==> config.mk <==
export PLATFORM = sky130hd
export DESIGN_NAME = id_stage_flat
export DESIGN_NICKNAME = d
export VERILOG_FILES = /design/src/rtl/riscv_pkg.sv /design/src/rtl/id_stage_if.sv /design/src/rtl/id_fifo.sv /design/src/rtl/id_stage.sv /design/src/flat_wrapper.sv
export SDC_FILE = /design/constraint.sdc
export NUM_CORES = 1
export LEC_CHECK = 0
export ABC_AREA = 1
export BUFFER_PORTS_ARGS = -buffer_cell sky130_fd_sc_hd__buf_4
export CORE_MARGIN = 1
export CORE_UTILIZATION = 30
export CTS_BUF_LIST = sky130_fd_sc_hd__clkbuf_8
export CTS_CLUSTER_SIZE = 40
export DETAILED_ROUTE_END_ITERATION = 16
export PLACE_DENSITY = 0.58
export SLEW_MARGIN = 20
export SYNTH_ARGS = -nofsm -noshare
export SYNTH_HDL_FRONTEND = slang
export SYNTH_SLANG_ARGS = --single-unit
==> constraint.sdc <==
create_clock -name clk -period 4.9 [get_ports clk]
set_clock_uncertainty 0.15 [all_clocks]
set_input_delay 1.47 -clock clk [delete_from_list [all_inputs] [get_ports clk]]
set_output_delay 1.47 -clock clk [all_outputs]
set_load 0.02 [all_outputs]
==> src/rtl/riscv_pkg.sv <==
// Shared RV32I decode definitions: opcode constants, instruction formats,
// the decoded-slot record and the immediate extraction helper.
package riscv_pkg;

  localparam logic [6:0] OPC_LUI      = 7'b0110111;
  localparam logic [6:0] OPC_AUIPC    = 7'b0010111;
  localparam logic [6:0] OPC_JAL      = 7'b1101111;
  localparam logic [6:0] OPC_JALR     = 7'b1100111;
  localparam logic [6:0] OPC_BRANCH   = 7'b1100011;
  localparam logic [6:0] OPC_LOAD     = 7'b0000011;
  localparam logic [6:0] OPC_STORE    = 7'b0100011;
  localparam logic [6:0] OPC_OP_IMM   = 7'b0010011;
  localparam logic [6:0] OPC_OP       = 7'b0110011;
  localparam logic [6:0] OPC_MISC_MEM = 7'b0001111;
  localparam logic [6:0] OPC_SYSTEM   = 7'b1110011;

  typedef enum logic [2:0] {
    FMT_R    = 3'd0,
    FMT_I    = 3'd1,
    FMT_S    = 3'd2,
    FMT_B    = 3'd3,
    FMT_U    = 3'd4,
    FMT_J    = 3'd5,
    FMT_NONE = 3'd6
  } fmt_t;

  // Width-independent part of the decoded slot; pc and imm are XLEN wide
  // and therefore live beside this record in the stage itself.
  typedef struct packed {
    logic [6:0] opcode;
    logic [4:0] rd;
    logic [2:0] f3;
    logic [6:0] f7;
    logic [4:0] rs1;
    logic [4:0] rs2;
    fmt_t       fmt;
    logic       reg_wr;
    logic       mem_rd;
    logic       mem_wr;
    logic       branch;
    logic       jump;
    logic       illegal;
  } id_out_t;

  // 32-bit sign-extended immediate for a given format (0 for R/NONE).
  function automatic logic [31:0] imm_of(input logic [31:0] instr, input fmt_t fmt);
    logic [31:0] imm;
    case (fmt)
      FMT_I:   imm = {{20{instr[31]}}, instr[31:20]};
      FMT_S:   imm = {{20{instr[31]}}, instr[31:25], instr[11:7]};
      FMT_B:   imm = {{19{instr[31]}}, instr[31], instr[7], instr[30:25], instr[11:8], 1'b0};
      FMT_U:   imm = {instr[31:12], 12'd0};
      FMT_J:   imm = {{11{instr[31]}}, instr[31], instr[19:12], instr[20], instr[30:21], 1'b0};
      default: imm = 32'd0;
    endcase
    return imm;
  endfunction

endpackage

==> src/rtl/id_stage_if.sv <==
// Fetch-side and execute-side signals of the decode stage. The stage uses
// the slave view; the producer/consumer environment uses the master view.
interface id_stage_if #(parameter int XLEN = 32);
  import riscv_pkg::*;

  logic            in_valid;
  logic            in_ready;
  logic [31:0]     in_instr;
  logic [XLEN-1:0] in_pc;

  logic            out_valid;
  logic            out_ready;
  logic [XLEN-1:0] out_pc;
  logic [6:0]      opcode;
  logic [4:0]      rd;
  logic [2:0]      f3;
  logic [6:0]      f7;
  logic [4:0]      rs1;
  logic [4:0]      rs2;
  logic [XLEN-1:0] imm;
  fmt_t            fmt;
  logic            reg_wr;
  logic            mem_rd;
  logic            mem_wr;
  logic            branch;
  logic            jump;
  logic            illegal;

  modport slave (
    input  in_valid, in_instr, in_pc, out_ready,
    output in_ready, out_valid, out_pc, opcode, rd, f3, f7, rs1, rs2, imm, fmt,
           reg_wr, mem_rd, mem_wr, branch, jump, illegal
  );

  modport master (
    output in_valid, in_instr, in_pc, out_ready,
    input  in_ready, out_valid, out_pc, opcode, rd, f3, f7, rs1, rs2, imm, fmt,
           reg_wr, mem_rd, mem_wr, branch, jump, illegal
  );

endinterface

==> src/rtl/id_fifo.sv <==
// Circular instruction queue with occupancy counter. Flush empties it in
// one edge; reset has priority over flush.
module id_fifo #(
  parameter int DEPTH = 4,
  parameter int WIDTH = 64
) (
  input  logic             clk,
  input  logic             rst_n,
  input  logic             flush,
  input  logic             push,
  input  logic             pop,
  input  logic [WIDTH-1:0] wdata,
  output logic [WIDTH-1:0] rdata,
  output logic             full,
  output logic             empty
);

  localparam int AW = $clog2(DEPTH);
  localparam logic [AW-1:0] PTR_ONE   = AW'(1);
  localparam logic [AW:0]   CNT_ONE   = (AW + 1)'(1);
  localparam logic [AW:0]   CNT_DEPTH = (AW + 1)'(DEPTH);

  logic [WIDTH-1:0] mem_q [DEPTH];
  logic [AW-1:0]    wr_ptr_q;
  logic [AW-1:0]    rd_ptr_q;
  logic [AW:0]      count_q;
  logic [AW:0]      count_d;

  assign rdata = mem_q[rd_ptr_q];
  assign full  = (count_q == CNT_DEPTH);
  assign empty = (count_q == '0);

  // Next occupancy from the push/pop pair.
  always_comb begin
    count_d = count_q;
    case ({push, pop})
      2'b10:   count_d = count_q + CNT_ONE;
      2'b01:   count_d = count_q - CNT_ONE;
      default: count_d = count_q;
    endcase
  end

  // Pointer and occupancy state; pointers wrap naturally since DEPTH is 2^AW.
  always_ff @(posedge clk) begin
    if (!rst_n) begin
      wr_ptr_q <= '0;
      rd_ptr_q <= '0;
      count_q  <= '0;
    end else if (flush) begin
      wr_ptr_q <= '0;
      rd_ptr_q <= '0;
      count_q  <= '0;
    end else begin
      if (push) begin
        wr_ptr_q <= wr_ptr_q + PTR_ONE;
      end
      if (pop) begin
        rd_ptr_q <= rd_ptr_q + PTR_ONE;
      end
      count_q <= count_d;
    end
  end

  // Storage array; contents are only meaningful below the occupancy count.
  always_ff @(posedge clk) begin
    if (push) begin
      mem_q[wr_ptr_q] <= wdata;
    end
  end

endmodule

==> src/rtl/id_stage.sv <==
// RV32I decode stage: queue of fetched instructions, full decode of the
// queue head and a registered output slot with valid/ready toward execute.
module id_stage
  import riscv_pkg::*;
#(
  parameter int XLEN  = 32,
  parameter int DEPTH = 4
) (
  input logic        clk,
  input logic        rst_n,
  input logic        flush,
  id_stage_if.slave  bus
);

  localparam int QW = 32 + XLEN;

  logic            fifo_full_s;
  logic            fifo_empty_s;
  logic            push_s;
  logic            load_s;
  logic [QW-1:0]   head_s;
  logic [31:0]     instr_s;
  logic [XLEN-1:0] head_pc_s;

  fmt_t            fmt_raw_s;
  logic            bad_s;
  logic            shift_imm_s;
  logic            wr_s;
  logic            mrd_s;
  logic            mwr_s;
  logic            br_s;
  logic            jmp_s;

  id_out_t         dec_d;
  id_out_t         dec_q;
  logic [XLEN-1:0] imm_d;
  logic [XLEN-1:0] imm_q;
  logic [XLEN-1:0] pc_q;
  logic            out_valid_q;

  // A full queue refuses input even when the slot is draining this cycle.
  assign bus.in_ready = !fifo_full_s;
  assign push_s       = bus.in_valid && !fifo_full_s && !flush;
  assign load_s       = !fifo_empty_s && (!out_valid_q || bus.out_ready) && !flush;
  assign instr_s      = head_s[31:0];
  assign head_pc_s    = head_s[QW-1:32];

  id_fifo #(
    .DEPTH (DEPTH),
    .WIDTH (QW)
  ) u_fifo (
    .clk   (clk),
    .rst_n (rst_n),
    .flush (flush),
    .push  (push_s),
    .pop   (load_s),
    .wdata ({bus.in_pc, bus.in_instr}),
    .rdata (head_s),
    .full  (fifo_full_s),
    .empty (fifo_empty_s)
  );

  // Classify the head opcode and evaluate its legality rules.
  always_comb begin
    fmt_raw_s   = FMT_NONE;
    bad_s       = 1'b0;
    shift_imm_s = 1'b0;
    wr_s        = 1'b0;
    mrd_s       = 1'b0;
    mwr_s       = 1'b0;
    br_s        = 1'b0;
    jmp_s       = 1'b0;
    case (instr_s[6:0])
      OPC_LUI, OPC_AUIPC: begin
        fmt_raw_s = FMT_U;
        wr_s      = 1'b1;
      end
      OPC_JAL: begin
        fmt_raw_s = FMT_J;
        wr_s      = 1'b1;
        jmp_s     = 1'b1;
      end
      OPC_JALR: begin
        fmt_raw_s = FMT_I;
        wr_s      = 1'b1;
        jmp_s     = 1'b1;
        bad_s     = (instr_s[14:12] != 3'd0);
      end
      OPC_BRANCH: begin
        fmt_raw_s = FMT_B;
        br_s      = 1'b1;
        bad_s     = (instr_s[14:12] == 3'd2) || (instr_s[14:12] == 3'd3);
      end
      OPC_LOAD: begin
        fmt_raw_s = FMT_I;
        wr_s      = 1'b1;
        mrd_s     = 1'b1;
        bad_s     = (instr_s[14:12] == 3'd3) || (instr_s[14:12] == 3'd6) ||
                    (instr_s[14:12] == 3'd7);
      end
      OPC_STORE: begin
        fmt_raw_s = FMT_S;
        mwr_s     = 1'b1;
        bad_s     = (instr_s[14:12] > 3'd2);
      end
      OPC_OP_IMM: begin
        fmt_raw_s = FMT_I;
        wr_s      = 1'b1;
        if (instr_s[14:12] == 3'd1) begin
          shift_imm_s = 1'b1;
          bad_s       = (instr_s[31:25] != 7'h00);
        end else if (instr_s[14:12] == 3'd5) begin
          shift_imm_s = 1'b1;
          bad_s       = (instr_s[31:25] != 7'h00) && (instr_s[31:25] != 7'h20);
        end else begin
          shift_imm_s = 1'b0;
          bad_s       = 1'b0;
        end
      end
      OPC_OP: begin
        fmt_raw_s = FMT_R;
        wr_s      = 1'b1;
        bad_s     = !((instr_s[31:25] == 7'h00) ||
                      ((instr_s[31:25] == 7'h20) &&
                       ((instr_s[14:12] == 3'd0) || (instr_s[14:12] == 3'd5))));
      end
      OPC_MISC_MEM, OPC_SYSTEM: begin
        fmt_raw_s = FMT_I;
      end
      default: begin
        bad_s = 1'b1;
      end
    endcase
  end

  // Build the slot contents: gated fields for legal instructions, raw
  // fields with no side effects and a zero immediate for illegal ones.
  always_comb begin
    dec_d        = '0;
    imm_d        = '0;
    dec_d.opcode = instr_s[6:0];
    if (bad_s || (instr_s[1:0] != 2'b11)) begin
      dec_d.rd      = instr_s[11:7];
      dec_d.f3      = instr_s[14:12];
      dec_d.f7      = instr_s[31:25];
      dec_d.rs1     = instr_s[19:15];
      dec_d.rs2     = instr_s[24:20];
      dec_d.fmt     = FMT_NONE;
      dec_d.illegal = 1'b1;
    end else begin
      dec_d.rd      = ((fmt_raw_s == FMT_S) || (fmt_raw_s == FMT_B)) ? 5'd0 : instr_s[11:7];
      dec_d.f3      = ((fmt_raw_s == FMT_U) || (fmt_raw_s == FMT_J)) ? 3'd0 : instr_s[14:12];
      dec_d.f7      = ((fmt_raw_s == FMT_R) || shift_imm_s) ? instr_s[31:25] : 7'd0;
      dec_d.rs1     = ((fmt_raw_s == FMT_U) || (fmt_raw_s == FMT_J)) ? 5'd0 : instr_s[19:15];
      dec_d.rs2     = ((fmt_raw_s == FMT_R) || (fmt_raw_s == FMT_S) || (fmt_raw_s == FMT_B)) ?
                      instr_s[24:20] : 5'd0;
      dec_d.fmt     = fmt_raw_s;
      dec_d.reg_wr  = wr_s;
      dec_d.mem_rd  = mrd_s;
      dec_d.mem_wr  = mwr_s;
      dec_d.branch  = br_s;
      dec_d.jump    = jmp_s;
      dec_d.illegal = 1'b0;
      imm_d         = XLEN'($signed(imm_of(instr_s, fmt_raw_s)));
    end
  end

  // Output slot: reset/flush clear it, a load replaces it, a consumed slot
  // with nothing to refill just drops valid, otherwise it holds.
  always_ff @(posedge clk) begin
    if (!rst_n) begin
      out_valid_q <= 1'b0;
      dec_q       <= '0;
      imm_q       <= '0;
      pc_q        <= '0;
    end else if (flush) begin
      out_valid_q <= 1'b0;
      dec_q       <= '0;
      imm_q       <= '0;
      pc_q        <= '0;
    end else if (load_s) begin
      out_valid_q <= 1'b1;
      dec_q       <= dec_d;
      imm_q       <= imm_d;
      pc_q        <= head_pc_s;
    end else if (bus.out_ready) begin
      out_valid_q <= 1'b0;
    end else begin
      out_valid_q <= out_valid_q;
    end
  end

  assign bus.out_valid = out_valid_q;
  assign bus.out_pc    = pc_q;
  assign bus.opcode    = dec_q.opcode;
  assign bus.rd        = dec_q.rd;
  assign bus.f3        = dec_q.f3;
  assign bus.f7        = dec_q.f7;
  assign bus.rs1       = dec_q.rs1;
  assign bus.rs2       = dec_q.rs2;
  assign bus.imm       = imm_q;
  assign bus.fmt       = dec_q.fmt;
  assign bus.reg_wr    = dec_q.reg_wr;
  assign bus.mem_rd    = dec_q.mem_rd;
  assign bus.mem_wr    = dec_q.mem_wr;
  assign bus.branch    = dec_q.branch;
  assign bus.jump      = dec_q.jump;
  assign bus.illegal   = dec_q.illegal;

endmodule

==> src/flat_wrapper.sv <==
// flat-port wrapper written by rule: the top's interface ports become plain ports
module id_stage_flat import riscv_pkg::*;
#(
  parameter int XLEN  = 32,
  parameter int DEPTH = 4
)
  (clk, rst_n, flush, bus_in_valid, bus_in_instr, bus_in_pc, bus_out_ready, bus_in_ready, bus_out_valid, bus_out_pc, bus_opcode, bus_rd, bus_f3, bus_f7, bus_rs1, bus_rs2, bus_imm, bus_fmt, bus_reg_wr, bus_mem_rd, bus_mem_wr, bus_branch, bus_jump, bus_illegal);
  id_stage_if #(.XLEN(XLEN)) bus_i ();
  input logic clk;
  input logic rst_n;
  input logic flush;
  input wire logic [$bits(bus_i.in_valid)-1:0] bus_in_valid;
  input wire logic [$bits(bus_i.in_instr)-1:0] bus_in_instr;
  input wire logic [$bits(bus_i.in_pc)-1:0] bus_in_pc;
  input wire logic [$bits(bus_i.out_ready)-1:0] bus_out_ready;
  output wire logic [$bits(bus_i.in_ready)-1:0] bus_in_ready;
  output wire logic [$bits(bus_i.out_valid)-1:0] bus_out_valid;
  output wire logic [$bits(bus_i.out_pc)-1:0] bus_out_pc;
  output wire logic [$bits(bus_i.opcode)-1:0] bus_opcode;
  output wire logic [$bits(bus_i.rd)-1:0] bus_rd;
  output wire logic [$bits(bus_i.f3)-1:0] bus_f3;
  output wire logic [$bits(bus_i.f7)-1:0] bus_f7;
  output wire logic [$bits(bus_i.rs1)-1:0] bus_rs1;
  output wire logic [$bits(bus_i.rs2)-1:0] bus_rs2;
  output wire logic [$bits(bus_i.imm)-1:0] bus_imm;
  output wire logic [$bits(bus_i.fmt)-1:0] bus_fmt;
  output wire logic [$bits(bus_i.reg_wr)-1:0] bus_reg_wr;
  output wire logic [$bits(bus_i.mem_rd)-1:0] bus_mem_rd;
  output wire logic [$bits(bus_i.mem_wr)-1:0] bus_mem_wr;
  output wire logic [$bits(bus_i.branch)-1:0] bus_branch;
  output wire logic [$bits(bus_i.jump)-1:0] bus_jump;
  output wire logic [$bits(bus_i.illegal)-1:0] bus_illegal;
  assign bus_i.in_valid = bus_in_valid;
  assign bus_i.in_instr = bus_in_instr;
  assign bus_i.in_pc = bus_in_pc;
  assign bus_i.out_ready = bus_out_ready;
  assign bus_in_ready = bus_i.in_ready;
  assign bus_out_valid = bus_i.out_valid;
  assign bus_out_pc = bus_i.out_pc;
  assign bus_opcode = bus_i.opcode;
  assign bus_rd = bus_i.rd;
  assign bus_f3 = bus_i.f3;
  assign bus_f7 = bus_i.f7;
  assign bus_rs1 = bus_i.rs1;
  assign bus_rs2 = bus_i.rs2;
  assign bus_imm = bus_i.imm;
  assign bus_fmt = bus_i.fmt;
  assign bus_reg_wr = bus_i.reg_wr;
  assign bus_mem_rd = bus_i.mem_rd;
  assign bus_mem_wr = bus_i.mem_wr;
  assign bus_branch = bus_i.branch;
  assign bus_jump = bus_i.jump;
  assign bus_illegal = bus_i.illegal;
  id_stage #(.XLEN(XLEN), .DEPTH(DEPTH)) u_core (.clk(clk), .rst_n(rst_n), .flush(flush), .bus(bus_i));
endmodule
# ---- After elaboration in Yosys (flattened, before gate mapping)
# Memories as Yosys holds them, arrays and structs flattened. A register that Yosys moved wholly into a read port is not among the register bits.
# Index checks and enable logic that the tools add are counted.
dict set report word_totals {
  reg_bits 113
  ram_bits 256
  wordCells 120
  n_memories 1
}
dict set report op_classes {
  addsub 4
  magnitude_cmp 1
  eq_ne 28
  n_mux 29
  n_bitwise 1
  reduce_logical 37
}
# name words word_bits rd rd_ports_with_merged_regs wr line_no
set memory_table {}
lappend memory_table {u_core.u_fifo.mem_q 4 64 1 1 1 id_fifo.sv:23} ;# logic [WIDTH-1:0] mem_q [DEPTH];
# cell n
set op_table {}
lappend op_table {{$pmux 32 s5} 1}
lappend op_table {{$mux 32} 1}
lappend op_table {{$eq 7x6->1 const B} 4}
lappend op_table {{$eq 7x7->1 const B} 4}
lappend op_table {{$mux 28} 1}
lappend op_table {{$mux 5} 4}
lappend op_table {{$eq 3x3->1 const B} 6}
lappend op_table {{$pmux 3 s6} 1}
lappend op_table {{$mux 1} 15}
lappend op_table {{$eq 7x5->1 const B} 2}
lappend op_table {{$eq 3x2->1 const B} 4}
lappend op_table {{$logic_or 1x1->1} 12}
lappend op_table {{$reduce_or 5->1} 2}
lappend op_table {{$logic_not 3->1} 3}
lappend op_table {{$eq 7x2->1 const B} 1}
lappend op_table {{$eq 7x4->1 const B} 1}
lappend op_table {{$logic_not 7->1} 1}
lappend op_table {{$mux 7} 1}
lappend op_table {{$ne 7x6->1 const B} 1}
lappend op_table {{$pmux 1 s7} 1}
lappend op_table {{$reduce_bool 7->1} 1}
lappend op_table {{$reduce_or 7->1} 1}
lappend op_table {{$eq 3x1->1 const B} 2}
lappend op_table {{$logic_and 1x1->1} 6}
lappend op_table {{other kinds (15)} 24}

# ---- Depth between registers and ports, before layout
# Gate-level depths: netlist (run 1).
dict set report logic_depth {
  depth_word 8
  depth_mapped 19
}

# ---- Cells and area by module
# From an unflattened synthesis (run 1), not the netlist that was laid out.
dict set report hier_totals {
  hier_cells 1354
  area_unflattened_um2 14611.5
}
# module n_inst cells_per_inst area_per_inst_um2
set by_module_without_submodules {}
lappend by_module_without_submodules {id_fifo 1 680 9949.5}
lappend by_module_without_submodules {id_stage 1 674 4662.0}

# ---- Worst setup path after synthesis (run 1)
# No wires, ideal clock.
dict set report synth_timing {
  path_type {input to register}
  start {in flush}
  end {mem u_core.u_fifo.mem_q[0][0] (enable)}
  setup_time_ns 0.487
  arrival_ns 4.423
  t_required_ns 4.263
  setup_slack_ns -0.159
  stages 3
  path_buffers 0
  path_cell_list {inv_1 > nand3_1 > nor2_1}
}
dict set report synth_between {
  elab_chain_cells 4
}
# item line_no
set synth_rtl {}
lappend synth_rtl {{start, declared} flat_wrapper.sv:11} ;# input logic flush;
lappend synth_rtl {{$logic_not 1->1} id_stage.sv:43} ;# assign push_s = bus.in_valid && !fifo_full_s && !flush;
lappend synth_rtl {{$logic_and 1x1->1} id_stage.sv:43}
lappend synth_rtl {{$mux 1} id_fifo.sv:66} ;# if (push) begin
lappend synth_rtl {{$mux 1 (not written as such)} id_fifo.sv:67} ;# mem_q[wr_ptr_q] <= wdata;
lappend synth_rtl {{end, declared} id_fifo.sv:23}
# Every way passes these cells.

==> flow_metrics.py, run 1 <==
metrics = {
    "yosys": {
        "synth_top_family_by_area": "simple AND/OR/NAND/NOR gates",
        "avgSynthCellArea_um2": 10.5,
        "synth_top_cell_by_area": "edfxtp_1",
        "ys_ff_latch": 371,
        "synth.distinct_cells": 32,
        "synth_fp_nets": 1498,
        "synth_compound_area_share_pct": 10.7,
        "yosys.area_share.xor_xnor_pct": 0,
        "ys_top_cells_by_area": "edfxtp_1 (51%), dfxtp_1 (15%), nand2_1 (6.8%)",
        "muxShareOfSynthArea_pct": 0,
        "yosys.area_share.adder_pct": 0.550,
        "netlist.area_leader.share_pct": 51.2,
        "syn-cell-area_mm2": 0.0150,
        "synthCells": 1423,
        "synth_simple_gate_area_share_pct": 17.9,
        "seq_area_frac_synth_pct": 66.6,
        "synth-warning-count": 0,
    },
    "setup_path": {
        "slowest_delay_ns": 0.83,
        "crit_type": "flop to flop",
        "cp_cell_sequence": "inv_6 > nand2_1 > nand3_1 > nand2_1 > nand2_1 > nor2_2 > nand2_4 > nand2_4 > nor2_2 > nand2_4 > nand2_2 > nor2_4 > buf_4 > nand3_1 > a21oi_1",
        "end_kind": "flop",
        "crit_fanout": 79,
        "start_kind": "flop",
        "crit_slowest_cell": "dfxtp_4",
        "r2r.worst_path.cells": 15,
        "r2r_slack_ns": 1.20,
        "critPathArrivalTime_ns": 4.10,
        "crit_required_ns": 5.30,
        "reg2reg_to": "u_core.bus.imm[1]$_SDFFE_PP0P_",
    },
    "final_layout": {
        "postLayoutCoreUtil_pct": 37.1,
        "nFillCells": 4805,
        "drive_gt1_share_pct": 22.2,
        "area_delta_synth_final_pct": 21.6,
        "final_area_mm2": 0.0182,
        "final_common_cell": "nand2_1",
        "final_cell_mix": "nand2_1 (272), edfxtp_1 (256), nor2_1 (203), buf_4 (192), o21ai_0 (137)",
        "layout.nets": 1673,
    },
    "sta": {
        "slew_headroom_pct": 30.8,
        "period_share_pct": 75.6,
        "hold_ws_ns": 0.308,
        "timing.final.ws_setup_ns": 1.20,
        "rsz0062_at_grt": "no",
        "worst_pin_slew_ns": 1.04,
        "report.final.slew_viol_count": 0,
        "final-hold-violation-count": 0,
        "period_needed_ns": 3.70,
        "fmax_mhz": 270,
        "setup_viol": 0,
    },
    "global_routing": {
        "gr-total-overflow": 0,
        "grt_use_total_pct": 15.2,
        "grt_pass1_vias": 10309,
        "antenna_found_initial": 5,
        "grt_first_pass_wirelength_um": 59400,
        "grt_max_degree": 92,
    },
    "hold_path": {
        "holdCritStartpoint": "u_core.u_fifo.rd_ptr_q[1]$_SDFFE_PP0P_",
        "hold_class": "flop to flop",
        "min_path_cells": 2,
    },
    "place": {
        "gp_congestion": 0.853,
        "portBuffers": 175,
        "placed_area_mm2": 0.0170,
        "dp_hpwl_um": 24400,
        "dp_slack_ns": 1.19,
    },
    "floorplan": {
        "rows": 81,
        "initial_core_util_pct": 30.5,
        "core_region_area_mm2": 0.0492,
        "die-area_mm2": 0.0509,
        "io_pins": 176,
        "chipWidth_um": 226,
        "die_h_um": 226,
    },
    "power_and_ir_drop": {
        "peakVddDrop_mv": 0.242,
        "pwr_density_cell_mw_per_mm2": 359,
        "power_mw": 6.55,
        "p_leak_nw": 6.86,
    },
    "clock_tree": {
        "cts_tree": "done",
        "clock-sinks": 371,
        "ctsHtreeMaxLevel": 2,
        "cts_post_setup_buffers_inserted": 0,
        "cts-root-buf": "clkbuf_8",
        "ctsResizeCount": 0,
        "holdBufCountCts": 0,
        "insertion_delay_ns": 0.66,
        "clk_pin_slew_ns": 0.06,
        "numCtsBuffers": 61,
        "clock_tree.buffer_depth": 3,
    },
    "detailed_routing": {
        "antenna_left": 0,
        "vias": 10757,
        "drtPass1Iterations": 5,
        "via_per_inst": 4.65,
        "drt_iter0_drc": 777,
        "drcViolationCount": 0,
        "routed_wl_um": 39100,
        "wl_per_cell_um": 16.9,
    },
    "job": {
        "maxCapViolCount": 0,
    },
    "run_status": {
        "status": "completed",
    },
}
## cell usage after synthesis
cell type / number
buf_1: 11
inv_1: 45
buf_2: 12
inv_6: 1
inv_2: 4
clkbuf_1: 48
fa_1: 1
nand2_1: 273
o22ai_1: 13
dfxtp_1: 115
nand3_2: 21
nor2_1: 207
buf_4: 6
nand4_1: 5
o21ai_1: 2
o211ai_2: 1
o21ai_0: 137
nor3_1: 14
edfxtp_1: 256
a32o_1: 5
a21oi_2: 20
nand2_2: 11
a31oi_1: 32
buf_12: 2
nor2_2: 8
nand3_1: 78
ha_1: 5
nand2_4: 4
a32oi_1: 1
a21oi_1: 76
buf_6: 7
nor2_4: 2
## logic make-up after synthesis
group,Yosys count
DFF,371
adders and majority gates,6
and+or+nand+nor,623
AOI/OAI and AO/OA,287
buffers and inverters,136
## cell type report
type	count	area, um2	share of cell area [%]
Sequential cell	371	9990	54.8
Multi-Input combinational cell	916	4410	24.2
Timing Repair Buffer	198	1560	8.56
Clock buffer	68	936	5.13
Tap cell	664	831	4.55
Clock inverter	43	310	1.70
Inverter	50	193	1.06
Antenna cell	1	2.50	0.0137
## how the worst max path moves through the flow
stage | start | endpoint | slack [ns] | cells past startpoint
after CTS | flop | u_core.bus.imm[1]$_SDFFE_PP0P_ | 1.18 | 15
after floorplan | flush | u_core.u_fifo.mem_q[0][0]$_DFFE_PP_ | -0.16 | 3
after global placement | flush | u_core.u_fifo.mem_q[2][44]$_DFFE_PP_ | 1.28 | 5
after global routing | flop | u_core.bus.imm[1]$_SDFFE_PP0P_ | 0.80 | 15
final | flop | u_core.bus.imm[1]$_SDFFE_PP0P_ | 1.20 | 15
after detailed placement | flop | u_core.bus.imm[1]$_SDFFE_PP0P_ | 1.19 | 15
## power breakdown
part           total, mW  internal [mW]  switching [mW]
registers           3.43           3.40          0.0234
logic              0.360          0.115           0.245
clock network       2.76           1.53            1.23
total               6.55           5.05            1.50
## through the flow
step                      cells  TNS [ns]
after global placement     2199         0
after CTS                  2310         0
after global routing       2310         0
final                      2311         0
after detailed placement   2199         0
after floorplan            1423    -40.76
## registers in the layout, summed over array words and instances (netlist names), 3 cells and up, named ones only
register               flops
u_core.bus.f3              3
u_core.bus.f7              7
u_core.bus.fmt             3
u_core.bus.imm            32
u_core.bus.opcode          7
u_core.bus.out_pc         32
u_core.bus.rd              5
u_core.bus.rs1             5
u_core.bus.rs2             5
u_core.u_fifo.count_q      3
u_core.u_fifo.mem_q      256
## worst max-delay path, delay by kind of cell, from the launching register on
| family | cells | cell delay, ns |
|---|---|---|
| AND/OR/NAND/NOR | 12 | 1.74 |
| flip-flops | 1 | 0.83 |
| buffers and inverters | 2 | 0.70 |
| AO/OA/AOI/OAI | 1 | 0.14 |
## routing by layer
layer / wire length [um] / track usage [%]
met3: 2800 / 4.28
met2: 18300 / 24.9
met4: 990 / 6.10
met5: 50 / 0
met1: 17000 / 18.9
Power figures use the tool's default switching activity.
==> run 2, diff against run 1 <==
--- a/config.mk
+++ b/config.mk
@@ -12,7 +12,7 @@
 export CTS_BUF_LIST = sky130_fd_sc_hd__clkbuf_8
 export CTS_CLUSTER_SIZE = 40
 export DETAILED_ROUTE_END_ITERATION = 16
-export PLACE_DENSITY = 0.58
+export PLACE_DENSITY = 0.57
 export SLEW_MARGIN = 20
 export SYNTH_ARGS = -nofsm -noshare
 export SYNTH_HDL_FRONTEND = slang
==> constraint.sdc (replaced) <==
create_clock -name clk -period 3.79 [get_ports clk]
set_clock_uncertainty 0.15 [all_clocks]
set_input_delay 1.137 -clock clk [delete_from_list [all_inputs] [get_ports clk]]
set_output_delay 1.137 -clock clk [all_outputs]
set_load 0.02 [all_outputs]
==> run 2 against run 1 <==
Maximum frequency is 17% higher. Critical path depth is 1 higher. Combinational power is 30% higher. Final cell count is 0.61% higher. Via count is 1.1% higher. Design area is 0.97% higher. Power is 31% higher. First-iteration DRC count is 6.9% lower. Utilization is 0.36 points higher. Die area stayed put. Critical path type unchanged. Largest cell class unchanged. Highest routed layer unchanged.
==> flow_metrics.py, run 2 (synthesized netlist as in run 1, its figures left out) <==
metrics = {
    "clock_tree": {
        "holdBufCountCts": 0,
        "clock-sinks": 371,
        "clock_tree.buffer_depth": 3,
        "cts_post_setup_buffers_inserted": 0,
        "ctsHtreeMaxLevel": 3,
        "cts-root-buf": "clkbuf_8",
        "insertion_delay_ns": 0.63,
        "clk_pin_slew_ns": 0.06,
        "cts_tree": "done",
        "ctsResizeCount": 0,
        "numCtsBuffers": 66,
    },
    "sta": {
        "report.final.slew_viol_count": 0,
        "period_needed_ns": 3.17,
        "period_share_pct": 83.7,
        "final-hold-violation-count": 0,
        "hold_ws_ns": 0.310,
        "timing.final.ws_setup_ns": 0.618,
        "tns_ns": 0,
        "worst_pin_slew_ns": 0.800,
        "rsz0062_at_grt": "no",
        "fmax_mhz": 315,
        "setup_viol": 0,
        "slew_headroom_pct": 46.7,
    },
    "setup_path": {
        "crit_type": "flop to flop",
        "critPathArrivalTime_ns": 3.50,
        "crit_required_ns": 4.12,
        "crit_slowest_cell": "nand2_1",
        "cp_common_cell": "nand2_1",
        "start_kind": "flop",
        "slowest_delay_ns": 0.56,
        "crit_fanout": 41,
        "end_kind": "flop",
        "r2r.worst_path.cells": 16,
        "cp_cell_sequence": "inv_6 > nand2_1 > nand3_1 > nand2_1 > nand2_1 > inv_2 > nand2_2 > nor2_1 > inv_1 > nand2_1 > nor2_2 > inv_1 > nand2_1 > nand2_1 > nand3_2 > a21oi_2",
    },
    "power_and_ir_drop": {
        "peakVddDrop_mv": 0.429,
        "swShare_pct": 23.4,
        "p_comb_share_pct": 5.5,
        "p_leak_nw": 6.94,
        "seq_power_share_pct": 51.7,
        "power_mw": 8.56,
        "pwr_density_cell_mw_per_mm2": 465,
        "power_switching_mw": 2.00,
        "p_int_mw": 6.56,
        "pwr-share-clk_pct": 42.8,
    },
    "global_routing": {
        "grt_max_degree": 125,
        "grt_pass1_vias": 10513,
        "gr-total-overflow": 0,
        "grt_use_total_pct": 15.7,
        "antenna_found_initial": 7,
        "grt_first_pass_wirelength_um": 60100,
    },
    "final_layout": {
        "final_cell_mix": "nand2_1 (272), edfxtp_1 (256), nor2_1 (203), buf_4 (192), o21ai_0 (137)",
        "final_area_mm2": 0.0184,
        "largest_register_ffs": 256,
        "final_common_cell": "nand2_1",
        "layout.nets": 1684,
        "drive_gt1_share_pct": 22.6,
        "nFillCells": 4881,
        "fin_cells": 2325,
        "area_delta_synth_final_pct": 22.8,
        "top_register": "u_core.u_fifo.mem_q",
        "postLayoutCoreUtil_pct": 37.5,
    },
    "detailed_routing": {
        "wl_per_cell_um": 17.0,
        "vias": 10878,
        "drcViolationCount": 0,
        "drt_iter0_drc": 723,
        "routed_wl_um": 39500,
        "via_per_inst": 4.68,
        "antenna_left": 0,
        "drtPass1Iterations": 5,
    },
    "floorplan": {
        "die-area_mm2": 0.0509,
        "initial_core_util_pct": 30.5,
        "core_region_area_mm2": 0.0492,
        "io_pins": 176,
        "chipWidth_um": 226,
        "rows": 81,
        "die_h_um": 226,
    },
    "run_status": {
        "status": "completed",
    },
    "hold_path": {
        "min_path_cells": 2,
        "hold_class": "flop to flop",
    },
    "place": {
        "placed_area_mm2": 0.0171,
        "dp_slack_ns": 0.676,
        "dp_hpwl_um": 24800,
        "portBuffers": 175,
        "placedCellCount": 2205,
        "gp_congestion": 0.808,
    },
    "job": {
        "maxCapViolCount": 0,
    },
}
[run 2: cell types whose count changed in the layout (fill, tap and decap cells not counted), sizes merged]
cell      before  now
bufinv         5    3
clkinv        24   15
buf          198  204
inv           64   72
clkinvlp       0    5
clkbuf        68   74
[run 2: final cells by class]
type	instances	area, um2	share of cell area [%]
antenna	1	2.50	0.0136
clock buffer	74	1020	5.53
sequential	371	9990	54.3
timing repair buffer	204	1680	9.13
inverter	50	193	1.05
clock inverter	45	284	1.54
tap	664	831	4.51
multi-input combinational	916	4410	24.0
[run 2: layer usage]
| metal | global-route usage, % | vias to the layer above | share of wire, % |
|---|---|---|---|
| li1 | - | 5314 | - |
| met2 | 25.7 | 282 | 47 |
| met5 | 0 | - | 0.17 |
| met1 | 19.0 | 5183 | 43 |
| met3 | 5.32 | 87 | 7.0 |
| met4 | 5.86 | 12 | 2.6 |
[run 2: path summary, 6_finish.rpt]
check,slack (ns),end,from
worst max-delay path,0.62,u_core.bus.imm[18]$_SDFFE_PP0P_,flop
worst min-delay path,0.31,flop,u_core.u_fifo.rd_ptr_q[1]$_SDFFE_PP0P_
worst max register to register,0.62,u_core.bus.imm[18]$_SDFFE_PP0P_,flop
worst min register to register,0.31,flop,u_core.u_fifo.rd_ptr_q[1]$_SDFFE_PP0P_
[run 2: worst max-delay path, delay by kind of cell (launching register included)]
| kind | cells | cell delay [ns] |
|---|---|---|
| compound gates | 1 | 0.05 |
| buf+inv | 4 | 0.50 |
| flops | 1 | 0.49 |
| simple gates | 11 | 1.79 |
[run 2: power groups by stage]
stage,combinational [mW],clock (mW),sequential (mW)
global placement,0.468,0,4.51
global route,0.521,3.94,4.43
floorplan,0.247,0,4.53
detailed placement,0.474,0,4.51
CTS,0.476,3.78,4.43
finish,0.469,3.66,4.43
==> run 3, diff against run 2 <==
--- a/config.mk
+++ b/config.mk
@@ -12,7 +12,7 @@
 export CTS_BUF_LIST = sky130_fd_sc_hd__clkbuf_8
 export CTS_CLUSTER_SIZE = 40
 export DETAILED_ROUTE_END_ITERATION = 16
-export PLACE_DENSITY = 0.57
+export PLACE_DENSITY = 0.58
 export SLEW_MARGIN = 20
 export SYNTH_ARGS = -nofsm -noshare
 export SYNTH_HDL_FRONTEND = slang
==> constraint.sdc (replaced) <==
create_clock -name clk -period 2.7 [get_ports clk]
set_clock_uncertainty 0.15 [all_clocks]
set_input_delay 0.81 -clock clk [delete_from_list [all_inputs] [get_ports clk]]
set_output_delay 0.81 -clock clk [all_outputs]
set_load 0.02 [all_outputs]
==> run 3 against run 2 <==
Combinational power increased by 48%. Sequential power up 40%. First-iteration DRC count fell by 11%. Setup slack worse by 0.47 ns. Wire length shrank 0.89%. Largest power group unchanged. Via count grew 0.61%. Non-clock buffer count grew 14. Critical path type unchanged. Largest cell class unchanged. Design area is 1.7% higher. Final cell count increased by 0.69%. Flip-flop and latch count did not move. Critical path depth fell by 1. Sequential share of layout area shrank 0.91 points.
==> flow_metrics.py, run 3 (synthesized netlist as in run 1, its figures left out) <==
metrics = {
    "floorplan": {
        "die-area_mm2": 0.0509,
        "initial_core_util_pct": 30.5,
        "core_region_area_mm2": 0.0492,
        "chipWidth_um": 226,
        "rows": 81,
        "io_pins": 176,
        "die_h_um": 226,
    },
    "run_status": {
        "status": "completed",
    },
    "power_and_ir_drop": {
        "pwr_density_cell_mw_per_mm2": 659,
        "p_leak_nw": 7.10,
        "power_mw": 12.3,
        "peakVddDrop_mv": 0.732,
    },
    "place": {
        "placedCellCount": 2217,
        "dp_slack_ns": 0.0851,
        "dp_hpwl_um": 24800,
        "portBuffers": 175,
        "placed_area_mm2": 0.0172,
        "gp_congestion": 0.845,
    },
    "detailed_routing": {
        "routed_wl_um": 39200,
        "drtPass1Iterations": 5,
        "drcViolationCount": 0,
        "vias": 10944,
        "via_per_inst": 4.67,
        "wl_per_cell_um": 16.7,
        "antenna_left": 0,
        "drt_iter0_drc": 641,
    },
    "final_layout": {
        "final_area_mm2": 0.0187,
        "layout.nets": 1699,
        "fin_cells": 2341,
        "top_register": "u_core.u_fifo.mem_q",
        "final_cell_mix": "nand2_1 (272), edfxtp_1 (256), nor2_1 (202), buf_4 (199), o21ai_0 (135)",
        "final_common_cell": "nand2_1",
        "area_delta_synth_final_pct": 24.8,
        "postLayoutCoreUtil_pct": 38.1,
        "largest_register_ffs": 256,
        "nFillCells": 4815,
        "drive_gt1_share_pct": 23.6,
    },
    "global_routing": {
        "grt.busiest_layer": "met2",
        "grt_first_pass_wirelength_um": 59700,
        "antenna_found_initial": 5,
        "gr-total-overflow": 0,
        "met3_usage_pct": 4.85,
        "grt_use_total_pct": 15.4,
        "use_met1_pct": 18.6,
        "grt.met2_usage_pct": 25.9,
        "grt_max_degree": 74,
        "grt_pass1_vias": 10649,
    },
    "setup_path": {
        "critPathArrivalTime_ns": 2.94,
        "r2r_slack_ns": 0.15,
        "end_kind": "flop",
        "crit_type": "flop to flop",
        "crit_required_ns": 3.09,
        "crit_fanout": 20,
        "start_kind": "flop",
    },
    "clock_tree": {
        "insertion_delay_ns": 0.64,
        "clk_pin_slew_ns": 0.06,
        "clock-sinks": 371,
        "cts-root-buf": "clkbuf_8",
        "ctsHtreeMaxLevel": 3,
        "clock_tree.buffer_depth": 3,
        "cts_tree": "done",
        "holdBufCountCts": 0,
        "numCtsBuffers": 67,
    },
    "sta": {
        "worst_pin_slew_ns": 0.797,
        "final-hold-violation-count": 0,
        "report.final.slew_viol_count": 0,
        "rsz0062_at_grt": "yes",
        "fmax_mhz": 392,
        "timing.final.ws_setup_ns": 0.148,
        "tns_ns": 0,
        "setup_viol": 0,
        "period_share_pct": 94.5,
        "hold_ws_ns": 0.216,
        "slew_headroom_pct": 46.9,
        "period_needed_ns": 2.55,
    },
    "hold_path": {
        "hold_class": "primary input to flop",
    },
    "job": {
        "maxCapViolCount": 0,
    },
}
run 3: cell types whose count changed in the layout (fill, tap and decap cells not counted), sizes merged:
cell      previous run  this run
clkinv              15        12
clkinvlp             5         2
bufinv               3         6
inv                 72        79
buf                204       216
run 3: power by group:
part | switching [mW] | total (mW) | internal, mW | leakage [nW]
Sequential | 0.0348 | 6.21 | 6.18 | 3.25
Combinational | 0.461 | 0.693 | 0.232 | 3.05
Clock | 2.37 | 5.44 | 3.07 | 0.800
Total | 2.86 | 12.3 | 9.48 | 7.10
run 3: timing repair:
item | in CTS | in global routing
setup buffers | 0 | 0
setup endpoints to repair | 0 | 52
endpoints found under the hold margin | 0 | 0
resized for setup | 0 | 13
run 3: worst max-delay path: stages (launching register included):
cell       delay [ns]
dfxtp_4          0.37
buf_8            0.16
nand2_1          0.08
nand3_1          0.09
nand2_1          0.18
nand2_1          0.11
nor2_1           0.22
nand2_1          0.14
nand3_1          0.12
nor2_2           0.06
nand2_4          0.08
nand2_2          0.06
nor2_4           0.17
clkbuf_16        0.24
nand3_1          0.09
a21oi_1          0.14
run 3: path summary, 6_finish.rpt:
path | start | end | cells after the start
max | flop | u_core.bus.imm[5]$_SDFFE_PP0P_ | 15
min | bus_in_pc[12] | u_core.u_fifo.mem_q[3][44]$_DFFE_PP_ | 1
min reg2reg | u_core.u_fifo.rd_ptr_q[1]$_SDFFE_PP0P_ | flop | 2
max reg2reg | flop | u_core.bus.imm[5]$_SDFFE_PP0P_ | 15
run 3: metal layers:
metal  vias to the layer above  share of wire, %
met5                         -              0.10
met4                         8               2.2
met3                        79               7.2
met2                       324                48
met1                      5189                42
li1                       5344                 -
run 3: final cells by class:
cell class              count  area, um2  area share (%)
flip-flops and latches    371       9990            53.4
repair buffers            218       1860            9.94
multi-input cells         916       4460            23.8
diodes                      1       2.50          0.0134
well taps                 664        831            4.44
clock inverters            49        397            2.12
inverters                  50        198            1.06
clock buffers              72        991            5.29
